$ cat src/rtl/pwm_ramp_ctrl.sv
// ============================================================================
// Module  : pwm_ramp_ctrl
// Brief   : Soft-start / fade sequencer writing top then a stepped compare
//           value into a single 16-bit PWM through its d/sel port.
// Rev     : 1.0  initial release
// ============================================================================
`default_nettype none

module pwm_ramp_ctrl #(
    parameter int W = 16
) (
    input  logic         clk,
    input  logic         rst,
    input  logic         start,
    input  logic         abort,
    input  logic [W-1:0] top_cfg,
    input  logic [W-1:0] cmp_start,
    input  logic [W-1:0] cmp_end,
    input  logic [W-1:0] step,
    input  logic [W-1:0] hold,
    output logic [W-1:0] pwm_d,
    output logic [1:0]   pwm_sel,
    output logic [W-1:0] cur_cmp,
    output logic         busy,
    output logic         done
);

    localparam logic [1:0] c_SEL_NONE = 2'd0;
    localparam logic [1:0] c_SEL_CMP  = 2'd1;
    localparam logic [1:0] c_SEL_TOP  = 2'd2;

    typedef enum logic [2:0] {
        S_IDLE     = 3'd0,
        S_LOAD_TOP = 3'd1,
        S_LOAD_CMP = 3'd2,
        S_WAIT     = 3'd3,
        S_STEP     = 3'd4,
        S_DONE     = 3'd5
    } state_t;

    state_t       r_state;
    state_t       w_state_nxt;
    logic [W-1:0] r_top;
    logic [W-1:0] r_end;
    logic [W-1:0] r_step;
    logic [W-1:0] r_hold;
    logic [W-1:0] r_cur;
    logic [W-1:0] r_cnt;
    logic [W-1:0] w_cur_nxt;
    logic [W-1:0] w_cnt_nxt;
    logic         w_latch;

    logic [W-1:0] w_start_cl;
    logic [W-1:0] w_end_cl;
    logic [W:0]   w_sum;
    logic [W:0]   w_dif;
    logic [W-1:0] w_cur_step;

    // Both endpoints are clamped to the period so the ramp never exceeds top.
    assign w_start_cl = (cmp_start < top_cfg) ? cmp_start : top_cfg;
    assign w_end_cl   = (cmp_end   < top_cfg) ? cmp_end   : top_cfg;

    // One extra bit lets a large step overflow or borrow without wrapping.
    assign w_sum = {1'b0, r_cur} + {1'b0, r_step};
    assign w_dif = {1'b0, r_cur} - {1'b0, r_step};

    always_comb begin
        w_cur_step = r_end;
        if (r_step == '0) begin
            w_cur_step = r_end;
        end else if (r_end >= r_cur) begin
            w_cur_step = (w_sum > {1'b0, r_end}) ? r_end : w_sum[W-1:0];
        end else begin
            w_cur_step = (w_dif[W] || (w_dif < {1'b0, r_end})) ? r_end : w_dif[W-1:0];
        end
    end

    always_comb begin
        w_state_nxt = r_state;
        w_cur_nxt   = r_cur;
        w_cnt_nxt   = r_cnt;
        w_latch     = 1'b0;
        case (r_state)
            S_IDLE: begin
                if (start && !abort) begin
                    w_latch     = 1'b1;
                    w_cur_nxt   = w_start_cl;
                    w_state_nxt = S_LOAD_TOP;
                end
            end
            S_LOAD_TOP: w_state_nxt = S_LOAD_CMP;
            S_LOAD_CMP: begin
                if (r_cur == r_end) begin
                    w_state_nxt = S_DONE;
                end else if (r_hold == '0) begin
                    w_state_nxt = S_STEP;
                end else begin
                    w_cnt_nxt   = r_hold - 1'b1;
                    w_state_nxt = S_WAIT;
                end
            end
            S_WAIT: begin
                if (r_cnt == '0) begin
                    w_state_nxt = S_STEP;
                end else begin
                    w_cnt_nxt = r_cnt - 1'b1;
                end
            end
            S_STEP: begin
                w_cur_nxt   = w_cur_step;
                w_state_nxt = S_LOAD_CMP;
            end
            S_DONE:  w_state_nxt = S_IDLE;
            default: w_state_nxt = S_IDLE;
        endcase
        if (abort && (r_state != S_IDLE)) begin
            w_state_nxt = S_IDLE;
        end
    end

    always_ff @(posedge clk or posedge rst) begin
        if (rst) begin
            r_state <= S_IDLE;
            r_top   <= '0;
            r_end   <= '0;
            r_step  <= '0;
            r_hold  <= '0;
            r_cur   <= '0;
            r_cnt   <= '0;
        end else begin
            r_state <= w_state_nxt;
            r_cur   <= w_cur_nxt;
            r_cnt   <= w_cnt_nxt;
            if (w_latch) begin
                r_top  <= top_cfg;
                r_end  <= w_end_cl;
                r_step <= step;
                r_hold <= hold;
            end
        end
    end

    // Outputs are registered from the next state so each write lasts one cycle.
    always_ff @(posedge clk or posedge rst) begin
        if (rst) begin
            pwm_d   <= '0;
            pwm_sel <= c_SEL_NONE;
            cur_cmp <= '0;
            busy    <= 1'b0;
            done    <= 1'b0;
        end else begin
            busy <= (w_state_nxt != S_IDLE);
            done <= (w_state_nxt == S_DONE);
            case (w_state_nxt)
                S_LOAD_TOP: begin
                    pwm_sel <= c_SEL_TOP;
                    pwm_d   <= top_cfg;
                end
                S_LOAD_CMP: begin
                    pwm_sel <= c_SEL_CMP;
                    pwm_d   <= w_cur_nxt;
                    cur_cmp <= w_cur_nxt;
                end
                default: begin
                    pwm_sel <= c_SEL_NONE;
                    pwm_d   <= '0;
                end
            endcase
        end
    end

endmodule

`default_nettype wire

$ cat config.mk
export PLATFORM = sky130hd
export DESIGN_NAME = pwm_ramp_ctrl
export DESIGN_NICKNAME = d
export VERILOG_FILES = /design/src/rtl/pwm_ramp_ctrl.sv
export SDC_FILE = /design/constraint.sdc
export NUM_CORES = 1
export LEC_CHECK = 0
export CORE_MARGIN = 1.5
export CORE_UTILIZATION = 25
export CTS_BUF_LIST = sky130_fd_sc_hd__clkbuf_4
export DETAILED_ROUTE_END_ITERATION = 8
export PLACE_DENSITY_LB_ADDON = 0.12
export RECOVER_POWER = 25
export SETUP_SLACK_MARGIN = 0.02
export SYNTH_ARGS = -nofsm -noshare
export SYNTH_HDL_FRONTEND = slang
export SYNTH_SLANG_ARGS = --single-unit
$ cat constraint.sdc
create_clock -name clk -period 4.2 [get_ports clk]
set_input_delay 0.84 -clock clk [delete_from_list [all_inputs] [get_ports clk]]
set_output_delay 0.84 -clock clk [all_outputs]
set_load 0.01 [all_outputs]
==> impl_metrics.env <==
export IMPL_outcome="finished with violations"
export IMPL_grtUsageMet2_pct=29.1
export IMPL_final_cells=2000
export IMPL_clkLatencyLatePin_ns=0.63
export IMPL_timing_hold_worst_class="reg -> reg"
export IMPL_fmax_mhz=223
export IMPL_postSynth_asyncResetShare_pct=100
export IMPL_yosys_top_cells_area="dfrtp_1, ha_1, nand2_1"
export IMPL_synth_cell_types=83
export IMPL_critical_path_class="reg -> reg"
export IMPL_worst_path_dominant_cell_family="compound AO/OA/AOI/OAI gates"
export IMPL_crit_end="cur_cmp[7]"
export IMPL_num_rows=72
export IMPL_grtUsageMet1_pct=26.8
export IMPL_main_combinational_cell_family_by_area_after_synthesis="compound AO/OA/AOI/OAI gates"
export IMPL_syn_cell_area_um2=9750
export IMPL_cellLeakagePower_nw=6.49
export IMPL_post_synth_inst_count=1151
export IMPL_cpPeakStageDelay_ns=0.41
export IMPL_cap_viol_max_count=2
export IMPL_fp_dieW_um=200
export IMPL_grt_max_degree=61
export IMPL_slowest_stage="fa_2"
export IMPL_ioPinCount=120
export IMPL_dp_cells=1933
export IMPL_core_um2=38600
export IMPL_initial_core_util_pct=25.3
export IMPL_maxSlewHeadroom_pct=-11.7
export IMPL_ir_worst_vdd_v=0.000320
export IMPL_drt_first_pass_iters=5
export IMPL_final_min_period_over_clock_period_pct=107
export IMPL_numClockSinks=119
export IMPL_drive_above_1_share_pct=27.5
export IMPL_rr_startpoint="r_cur[0]"
export IMPL_dr_total_vias=9692
export IMPL_finalCriticalPeriod_ns=4.48
export IMPL_portBuffers=119
export IMPL_synth_mux_area_share_pct=4.35
export IMPL_worst_setup_path_end_kind="flop"
export IMPL_synthesis_nets=1347
export IMPL_cts_max_level=4
export IMPL_post_synth_xor_area_fraction_pct=2.43
export IMPL_cp_depth=21
export IMPL_failed_checks="capacitance limit, slew limit, setup timing"
export IMPL_setup_viol=47
export IMPL_grt_setup_unrepaired="true"
export IMPL_grt_usage_pct=18.7
export IMPL_busiest_layer="met2"
export IMPL_grt_met3_usage_pct=2.99
export IMPL_area_delta_synth_final_pct=46.5
export IMPL_cp_cell_sequence="buf_6, ha_4, inv_2, fa_2, nor2_4, o221ai_4, a21o_4, a21o_1, a211o_1, ha_4, nand4_1, nor2_1, a211oi_2, a31oi_1, or3_4, mux2i_4, buf_6, o21ai_2, o21ai_2, buf_4, mux2_2"
export IMPL_critical_path_startpoint="r_cur[0]"
export IMPL_synth_seq_cells=119
export IMPL_ys_seq_area_share_pct=30.6
export IMPL_timing_clock_skew_ns=0.0272
export IMPL_finalNetCount=1662
export IMPL_critical_path_required_ns=4.76
export IMPL_netlist_area_leader_share_pct=30.6
export IMPL_critical_path_n_buffers_inverters=4
export IMPL_synthesis_area_per_instance_um2=8.47
export IMPL_drt_wl_cell_um=18.7
export IMPL_data_arrival_time_at_the_worst_slack_endpoint_ns=5.04
export IMPL_rrSetupSlack_ns=-0.28
export IMPL_gp_congestion=0.866
export IMPL_detail_route_drc_violations=0
export IMPL_worstSetupStartpointType="flop"
export IMPL_ctsLongestPathBuffers=2
export IMPL_synth_top_flop_cell="dfrtp_1"
export IMPL_vias_in_the_first_global_route=9946
export IMPL_antenna_found_initial=4
export IMPL_cts_hold_repair_buffers=0
export IMPL_global_route_wire_length_before_repair_um=58100
export IMPL_post_synth_top_area_cell="dfrtp_1"
export IMPL_synthSimpleGateAreaFrac_pct=17.4
export IMPL_dp_hpwl_um=29400
export IMPL_power_per_cell_area_nw_per_um2=790
export IMPL_synth_adder_area_share_pct=14.5
export IMPL_fin_tns_setup_ns=-7.83
export IMPL_clk_pin_slew_ns=0.12
export IMPL_drt_initial_drc_count=541
export IMPL_die_area_um2=40200
export IMPL_timing_reg2reg_worst_path_depth=21
export IMPL_route_antenna_remaining_nets=0
export IMPL_report_final_slew_viol_count=96
export IMPL_max_slew_worst_pin_slew_ns=1.67
export IMPL_critical_path_peak_fanout=5
export IMPL_final_critical_path_setup_slack_ns=-0.283
export IMPL_final_hold_viol_count=0
export IMPL_crit_reg2reg_capture="cur_cmp[7]"
export IMPL_detail_route_vias_per_cell=4.85
export IMPL_warnings_from_yosys=0
export IMPL_cts_root_buffer="clkbuf_4"
export IMPL_tritoncts_clock_tree="yes"
export IMPL_numCtsBuffers=17
export IMPL_overflow=0
export IMPL_floorplan_die_height_um=200
export IMPL_totalWireLength_um=37300
export IMPL_share_of_the_synthesized_area_in_compound_gates_ao_oa_aoi_oai_pct=24.5
export IMPL_synth_edf_count=0
## per-stage QoR
stage          hold slack, ns  area (µm²)  worst slack [ns]  util [%]  power, W
2_1_floorplan           0.467        9750            0.0459         -   0.00527
3_3_place_gp            0.472       12900            -0.655      33.3   0.00842
3_5_place_dp            0.468       12900            -0.580      33.3   0.00837
4_1_cts                 0.508       13900            -0.196      36.1    0.0106
5_1_grt                 0.518       14300            -0.463      37.0    0.0121
6_report                0.499       14300            -0.283      37.0    0.0113
## cells in the final DEF (no fill, tap or decap), types with 8 or more instances in the layout
master / synthesis / final
a211oi_1: 14 / 9
a21o_1: 27 / 26
a21oi_1: 70 / 64
a31oi_1: 13 / 11
and2_1: 9 / 9
buf_4: 2 / 202
buf_6: 3 / 19
clkbuf_4: 0 / 17
clkdlybuf4s50_1: 0 / 118
dfrtp_1: 119 / 117
ha_1: 110 / 96
ha_4: 0 / 10
inv_1: 99 / 91
inv_2: 1 / 9
mux2i_1: 29 / 28
nand2_1: 140 / 136
nand2b_1: 16 / 15
nand4_1: 12 / 12
nor2_1: 78 / 67
nor2_2: 2 / 8
nor3_1: 24 / 19
nor4_1: 21 / 21
o211ai_1: 10 / 10
o21a_1: 11 / 10
o21ai_0: 93 / 82
o21ai_1: 6 / 8
o21ai_2: 3 / 10
o31ai_1: 10 / 8
or3_1: 10 / 10
xnor2_1: 22 / 17
## repair_timing
action	in CTS	in global routing
gates resized for setup	122	53
pin swaps	55	36
endpoints found under the setup margin	48	48
buffers inserted	22	14
## synthesized netlist by cell type (4+ instances only)
master	n
a2111oi_4	4
and3_1	8
clkbuf_1	30
xnor2_1	22
xor2_1	5
a221oi_1	8
a211o_1	5
o21ai_1	6
o211ai_1	10
a21oi_1	70
nor2b_1	9
and4_1	4
nand2_1	140
a21bo_2	4
dfrtp_1	119
ha_1	110
o221ai_1	6
nor3_1	24
a2111oi_0	5
nor4_1	21
mux2_2	6
a31oi_1	13
a221o_1	4
nand4_1	12
a222oi_1	5
or2_2	5
mux2i_1	29
nand3_1	4
nand2b_1	16
a22oi_1	4
buf_2	12
o31ai_1	10
o21ai_0	93
o21bai_1	7
inv_1	99
o21a_1	11
and2_1	9
a21o_1	27
or3_1	10
a22o_1	5
a211oi_1	14
nor2_1	78
o22ai_1	9
## cell type report
cell class	instances	area [µm²]
fillers	4021	24300
multi-input cells	882	6950
repair buffers	344	2990
flip-flops and latches	119	2980
well taps	518	648
inverters	102	384
clock inverters	15	199
clock buffers	17	128
diodes	3	7.51
## metal layers
| layer | vias to the layer above | wire length [µm] |
|---|---|---|
| met5 | - | 0 |
| met4 | 0 | 633 |
| met3 | 31 | 1510 |
| met2 | 220 | 16700 |
| met1 | 4654 | 18500 |
| li1 | 4787 | - |
## worst min path at each step
stage | start | endpoint | slack (ns) | cells after the start
floorplan | r_hold[1] | r_hold[1] | 0.47 | 2
global placement | cur_cmp[3] | cur_cmp[3] | 0.47 | 1
detailed placement | cur_cmp[5] | cur_cmp[5] | 0.47 | 1
CTS | cur_cmp[3] | cur_cmp[3] | 0.51 | 1
global route | cur_cmp[6] | cur_cmp[6] | 0.52 | 1
finish | cur_cmp[6] | cur_cmp[6] | 0.50 | 1
## sequential cells by signal (all words and copies together) (netlist names), 3 cells and up
signal	flops
r_state	3
r_step	16
r_cnt	16
r_hold	16
r_cur	16
cur_cmp	16
pwm_d	16
r_end	16
## logic make-up after synthesis
family,count (synthesis)
compound gates,348
xor+xnor,27
fa+ha+maj,112
buf+inv,150
flops,119
mux,39
simple gates,356
## report_power, final
group / switching (W) / leakage [nW] / internal (W)
Clock: 0.000549 / 0.173 / 0.000474
Combinational: 0.00408 / 4.82 / 0.00422
Sequential: 0.000451 / 1.50 / 0.00150
Power figures use the tool's default switching activity.
